File: config.mk
export PLATFORM = sky130hd
export DESIGN_NAME = regfile_writeback
export DESIGN_NICKNAME = d
export VERILOG_FILES = /design/src/rtl/regfile_writeback.sv
export SDC_FILE = /design/constraint.sdc
export NUM_CORES = 2
export LEC_CHECK = 0
export BUFFER_PORTS_ARGS = -buffer_cell sky130_fd_sc_hd__buf_2
export CORE_MARGIN = 2
export CORE_UTILIZATION = 46
export DETAILED_ROUTE_END_ITERATION = 7
export GPL_TIMING_DRIVEN = 0
export MAX_ROUTING_LAYER = met4
export SLEW_MARGIN = 20
export SYNTH_ARGS = -nofsm -noshare
export SYNTH_HDL_FRONTEND = slang
export SYNTH_SLANG_ARGS = --single-unit
File: constraint.sdc
create_clock -name clk -period 3.55 [get_ports clk]
set_clock_uncertainty 0.15 [all_clocks]
set_input_delay 0.5325 -clock clk [delete_from_list [all_inputs] [get_ports clk]]
set_output_delay 0.5325 -clock clk [all_outputs]
set_load 0.02 [all_outputs]
File: src/rtl/regfile_writeback.sv
// regfile_writeback: writeback stage register file.
// Commits the EX/WB latch result into a 32x32 register file, serves two
// decode read ports with optional same-cycle write bypass, and tracks a busy
// scoreboard of destinations that have been issued but not yet written back.
module regfile_writeback #(
  parameter logic BYPASS   = 1'b1,
  parameter logic READ_REG = 1'b0
) (
  input  logic        clk,
  input  logic        reset,
  input  logic        stall,
  input  logic [31:0] alu,
  input  logic        aluToReg,
  input  logic [4:0]  rd,
  input  logic        issueValid,
  input  logic [4:0]  issueRd,
  input  logic [4:0]  rs1Addr,
  input  logic [4:0]  rs2Addr,
  output logic [31:0] rs1Data,
  output logic [31:0] rs2Data,
  output logic        rs1Busy,
  output logic        rs2Busy
);

  logic [31:0] regs_q [32];
  logic [31:0] busy_q;
  logic [31:0] busy_d;
  logic        commit;
  logic        issue;

  // x0 is excluded here, so it can never be written or marked busy.
  assign commit = aluToReg && !stall && (rd != 5'd0);
  assign issue  = issueValid && !stall && (issueRd != 5'd0);

  // Scoreboard next state: commit clears, a same-edge issue to the same
  // register wins because it is applied last.
  always_comb begin
    busy_d = busy_q;
    if (commit) begin
      busy_d[rd] = 1'b0;
    end
    if (issue) begin
      busy_d[issueRd] = 1'b1;
    end
    busy_d[0] = 1'b0;
  end

  // Register array and scoreboard update; reset clears everything.
  always_ff @(posedge clk) begin
    if (reset) begin
      for (int i = 0; i < 32; i++) begin
        regs_q[i] <= '0;
      end
      busy_q <= '0;
    end else begin
      if (commit) begin
        regs_q[rd] <= alu;
      end
      busy_q <= busy_d;
    end
  end

  // One read port per generate iteration; port 0 is rs1, port 1 is rs2.
  genvar gi;
  generate
    for (gi = 0; gi < 2; gi++) begin : g_port
      logic [4:0]  addr;
      logic [31:0] rdata_d;
      logic        rbusy_d;
      logic [31:0] rdata;
      logic        rbusy;

      assign addr = (gi == 0) ? rs1Addr : rs2Addr;

      // Read data with optional bypass of this cycle's commit; busy is
      // masked when this cycle's commit retires the pending write.
      always_comb begin
        rdata_d = regs_q[addr];
        if (addr == 5'd0) begin
          rdata_d = '0;
        end else if (BYPASS && commit && (rd == addr)) begin
          rdata_d = alu;
        end
        rbusy_d = busy_q[addr] &&
                  !(commit && (rd == addr) && !(issue && (issueRd == addr)));
      end

      if (READ_REG) begin : g_reg
        logic [31:0] rdata_q;
        logic        rbusy_q;

        // Registered read port: capture when the pipeline advances, hold under stall.
        always_ff @(posedge clk) begin
          if (reset) begin
            rdata_q <= '0;
            rbusy_q <= 1'b0;
          end else if (!stall) begin
            rdata_q <= rdata_d;
            rbusy_q <= rbusy_d;
          end
        end

        assign rdata = rdata_q;
        assign rbusy = rbusy_q;
      end else begin : g_comb
        assign rdata = rdata_d;
        assign rbusy = rbusy_d;
      end
    end
  endgenerate

  assign rs1Data = g_port[0].rdata;
  assign rs1Busy = g_port[0].rbusy;
  assign rs2Data = g_port[1].rdata;
  assign rs2Busy = g_port[1].rbusy;

endmodule
* Word level (Yosys, flattened, before mapping) *
Memory sizes are Yosys's and may differ from the RTL's.
Cells that the tools add are included.

operators by class
  equality and inequality tests = 4
  bitwise operators = 3
  muxes and demuxes = 22
  magnitude comparators = 6
  reduce and logical (&&, ||, !) cells = 24

operators by type and width
  kind                                                                                  number
  32-bit two-way mux                                                                    7
  32-bit bitwise AND                                                                    1
  32-bit inverter                                                                       1
  32-bit OR                                                                             1
  32-bit OR reduction                                                                   1
  5-bit by 6-bit less-than comparator with 1-bit output (second input constant)         4
  5-bit equality test                                                                   4
  1-bit logical AND                                                                     14
  1-bit binary-select mux with 5-bit select                                             2
  1-bit demux with 5-bit select                                                         2
  5-bit by 1-bit greater-or-equal comparator with 1-bit output (second input constant)  2
  5-bit logical NOT                                                                     2
  1-bit two-way mux                                                                     10
  5-bit nonzero test                                                                    2
  1-bit logical NOT                                                                     5
  5-bit two-way mux                                                                     1

storage, ports and cells
  output and inout bits = 66
  bits of input ports = 57
  word-level logic and storage cells = 62
  bits in registers = 32
  memory bits (writable) = 1024
  memories = 1

memories
  memory  words  width  rd ports  clocked after memory_dff  wr ports  line  RTL
  regs_q  32     32     2         0                         32        25    logic [31:0] regs_q [32];

* Longest topological paths before layout *
  word-level depth = 9
  mapped depth = 11
  mapped depth without buffers = 6

* Worst setup path after synthesis *
OpenSTA, ideal clock, no wires.

  path type = input to register
  start = input rd[2]
  end = memory regs_q[21][0], enable pin
  buffers on the path = 1
  library setup time = 429 ps
  path slack = 239 ps
  required time = 2971 ps
  cell stages on the path = 4
  data arrival time = 2732 ps
  cells stage by stage = buf_2 > nor2b_1 > nand3_1 > o21bai_1

RTL lines
  what         line  RTL
  from (decl)  14    input logic [4:0] rd,
  to (decl)    25

* Worst setup path after layout *
  start = input rs1Addr[4]
  end = output rs1Data[13]

on the way
  cells in the longest elaborated chain, start to end = 4
  elaborated cells on any way between the ends = 6
  classes of those cells = eq/ne: 1; mux: 2; reduce/logical: 2; memory: 1

ends and longest elaborated chain
  what                                                             line  RTL
  from (decl)                                                      17    input logic [4:0] rs1Addr,
  branches (longest 3 deep; another with memory read 32 x 32 bit)  -
  32-bit two-way mux *                                             79    if (addr == 5'd0) begin
  to (decl)                                                        19    output logic [31:0] rs1Data,

Every way passes the cells marked *.

==> summary.txt <==
GRT
  • Gr usage total: 46.6%
  • Largest net degree at the start of global routing: 34
  • First-pass GRT wire length: 374000 um
  • Vias in the first global route: 40937
  • Remaining Overflow, GRT: 0
  • Initial antenna violation count: 23

Setup path
  • Buf/Inv on CP: 4
  • Critical path launch point: rs1Addr[4]
  • Worst EP arrival: 3010 ps
  • Reg2reg setup slack: 2720 ps
  • RR Endpoint: busy_q[10]
  • Startpoint class of the critical path: input port
  • Crit path max fanout: 10
  • CP Depth: 9
  • CP required: 2870 ps
  • Slowest stage cell on the critical path: clkbuf_4
  • Setup crit end kind: output pin
  • Critical Path End: rs1Data[13]
  • Critical path, cell by cell: clkbuf_2 -> or3b_4 -> buf_1 -> clkbuf_4 -> o22ai_1 -> a211oi_1 -> nand3_1 -> nand2_1 -> buf_2
  • CP Class: input port to output pin
  • Max incr delay on CP: 390 ps
  • Register-to-Register Path Depth: 2
  • Top delay family on crit path: buffers and inverters
  • Reg-to-Reg Start: busy_q[10]

STA
  • Slew Viols, Final: 0
  • RSZ-0062 raised after global routing: true
  • Max Clock Freq: 0.271 GHz
  • Worst Max-Slew Pin Slew: 1470 ps
  • Fin. Hold Viols: 0
  • Final setup violation count: 39
  • Slew headroom: 1.71%
  • Share of the clock period used by the worst path: 104%
  • Final worst slack: -140 ps
  • Post-route minimum period: 3690 ps
  • WHS: 16.7 ps

Floorplan
  • Die Width: 357 um
  • Core area: 0.124 mm^2
  • Die ar.: 0.127 mm^2
  • Die Span Y: 357 um
  • Initial Utilization: 46.4%
  • Std-Cell Rows: 129
  • Top Ports: 123

Final layout
  • Layout cells sized above 1: 27.7%
  • Nets: 4464
  • Final core occ: 55.0%
  • Layout area overhead: 18.7%

Clock tree
  • H-tree depth: 3
  • Maximum buffer depth of the clock tree: 3
  • TritonCTS clock tree: built
  • Clock-pin slew on the worst setup and hold paths: 60 ps
  • CTS Buf Count: 119
  • Clk root buf: clkbuf_16
  • Clock sink count: 1055
  • Skew-Pair Late Insertion Delay: 770 ps

Synth
  • Ys async rst share: 0%
  • EDFF count, synth: 1024
  • Dominant synthesized flop cell: edfxtp_1
  • Avg Synthesized Cell Area: 14.2 um^2
  • Synth Warn #: 0
  • Post-Syn Area: 0.0573 mm^2
  • Post-synthesis register bit count: 1055
  • Seq/Total Area, Yosys: 54.7%
  • Netlist cell types: 70
  • Gate Count Post-Synth: 4042

Route
  • Residual DRC: 0
  • Final wirelength: 289000 um
  • Post-DR vias/cell: 7.09
  • Number of routed nets with antenna violations: 0
  • Vias: 43797
  • WL/cell: 46.8 um
  • Iter 0 DRT Violations: 8606
  • DR pass1 iterations: 7

Power and ir drop
  • Power density cells: 481 mW/mm^2
  • Logic pwr share: 16.5%
  • Sequential power share: 44.7%
  • Sw Pwr: 9.41 mW
  • LEAKAGE: 24.0 nW
  • Switching part of the total power: 28.8%
  • Clk pwr share: 38.7%
  • Peak supply drop: 473 uV
  • Cell-internal power: 23.3 mW

Run status
  • Run status: finished with violations
  • Failing checks: negative setup slack

Run
  • Max cap viols: 0

Min path
  • Class of the worst hold path: input port to flip-flop

Placement
  • GPL Wtd Cong: 1.08
  • DP Worst Slack: -1600 ps
  • DP HPWL: 197000 um
  • Buffers on Ports: 113
[repair_timing]
action                                  4_1_cts  5_1_grt
endpoints found under the setup margin       66       56
endpoints found under the hold margin        18        0
hold buffers                                  9        0
pin swaps                                    31       14
gates resized for setup                     510      127
buffers inserted                             45       21
cloned                                        2        0
[final cells by class]
class	instances	area, um^2
Clock inverter	81	708
Sequential cell	1055	31400
Tap cell	1637	2050
Clock buffer	141	3150
Fill cell	10245	55600
Multi-Input combinational cell	2567	25200
Inverter	34	145
Buffer	413	3420
Timing Repair Buffer	217	1900
Antenna cell	32	80.1
[per-layer routing]
layer / GRT usage (%) / part of all wire (%)
met2: 62.1 / 41
met3: 19.8 / 16
met4: 34.1 / 9.7
met5: - / 0
met1: 56.0 / 34
[layout by cell type (no fill, tap or decap), drive strengths merged, types with 65 or more instances in the layout]
| master | instances |
|---|---|
| edfxtp | 1024 |
| and2 | 995 |
| mux4 | 439 |
| clkbuf | 397 |
| buf | 362 |
| mux2i | 258 |
| nand2 | 175 |
| o22ai | 88 |
| o21ai | 77 |
| nor2 | 70 |
| clkinv | 65 |
[how the worst min path moves through the flow]
stage | depth (start not counted) | start | to
4_1_cts | 2 | alu[21] | regs_q[5][21]
5_1_grt | 2 | alu[21] | regs_q[5][21]
3_3_place_gp | 2 | busy_q[6] | busy_q[6]
3_5_place_dp | 2 | busy_q[6] | busy_q[6]
2_1_floorplan | 2 | busy_q[10] | busy_q[10]
6_report | 2 | alu[15] | regs_q[4][15]
[power by group through the flow]
stage | clock network (mW) | registers (mW) | logic [mW]
final | 12.7 | 14.6 | 5.41
after global routing | 12.9 | 14.7 | 5.31
after CTS | 12.5 | 14.6 | 5.04
after detailed placement | 0 | 14.9 | 4.64
after global placement | 0 | 14.9 | 4.53
after floorplan | 0 | 14.8 | 2.42
[cell families (layout without fill, tap and decap cells)]
kind of cell	after synthesis	in the layout	share of synthesized area [%]
buffers and inverters	451	886	3.82
XOR/XNOR	20	20	0.306
flip-flops	1055	1055	54.7
AO/OA/AOI/OAI	425	425	5.21
multiplexers	702	702	21.9
other	1	64	0.00654
AND/OR/NAND/NOR	1388	1388	14.1
[state kept, by name, summed over array words and instances, names as in the netlist]
| name | cells |
|---|---|
| busy_q | 31 |
| regs_q | 1024 |
[per-stage QoR]
step | setup TNS (ps) | area [um^2] | cells | total power, mW
2_1_floorplan | 0 | 57400 | 4073 | 17.2
3_3_place_gp | -1125000 | 60000 | 5823 | 19.4
3_5_place_dp | -171060 | 61000 | 5850 | 19.5
4_1_cts | -266 | 67400 | 6126 | 32.2
5_1_grt | -14.3 | 68000 | 6162 | 33.0
6_report | -2070 | 68000 | 6177 | 32.7
[Yosys cell counts (9+ instances only)]
master    count  share of area (%)
xor2_1        9               0.14
a21o_1       29               0.38
nor2_1       70               0.46
dfxtp_1      31                1.1
nand2_1     175                1.1
nand2b_1     10               0.11
mux2i_1     258                4.5
o211ai_1     15               0.20
nor3_1       25               0.22
clkbuf_1    267                1.7
nor2b_1      15               0.16
buf_6        23               0.45
o21ai_0      74               0.65
a211oi_1     39               0.51
buf_1        20               0.13
a221oi_1     22               0.34
buf_2        76               0.66
a22oi_1      42               0.55
inv_1        31               0.20
nand3_1      51               0.45
buf_4        17               0.22
edfxtp_1   1024                 54
a22o_1       21               0.32
and2_1      995                 11
a21oi_1      27               0.24
o22ai_1      88               0.96
a31oi_1      11               0.12
mux4_2      435                 17
xnor2_1      11               0.17
[worst register-to-register path, delay by kind of cell (launching register included)]
kind                   cells  cell delay (ps)
buffers and inverters      1               50
AO/OA/AOI/OAI              1              180
flip-flops                 1              360
(Power assumes the default switching activity.)
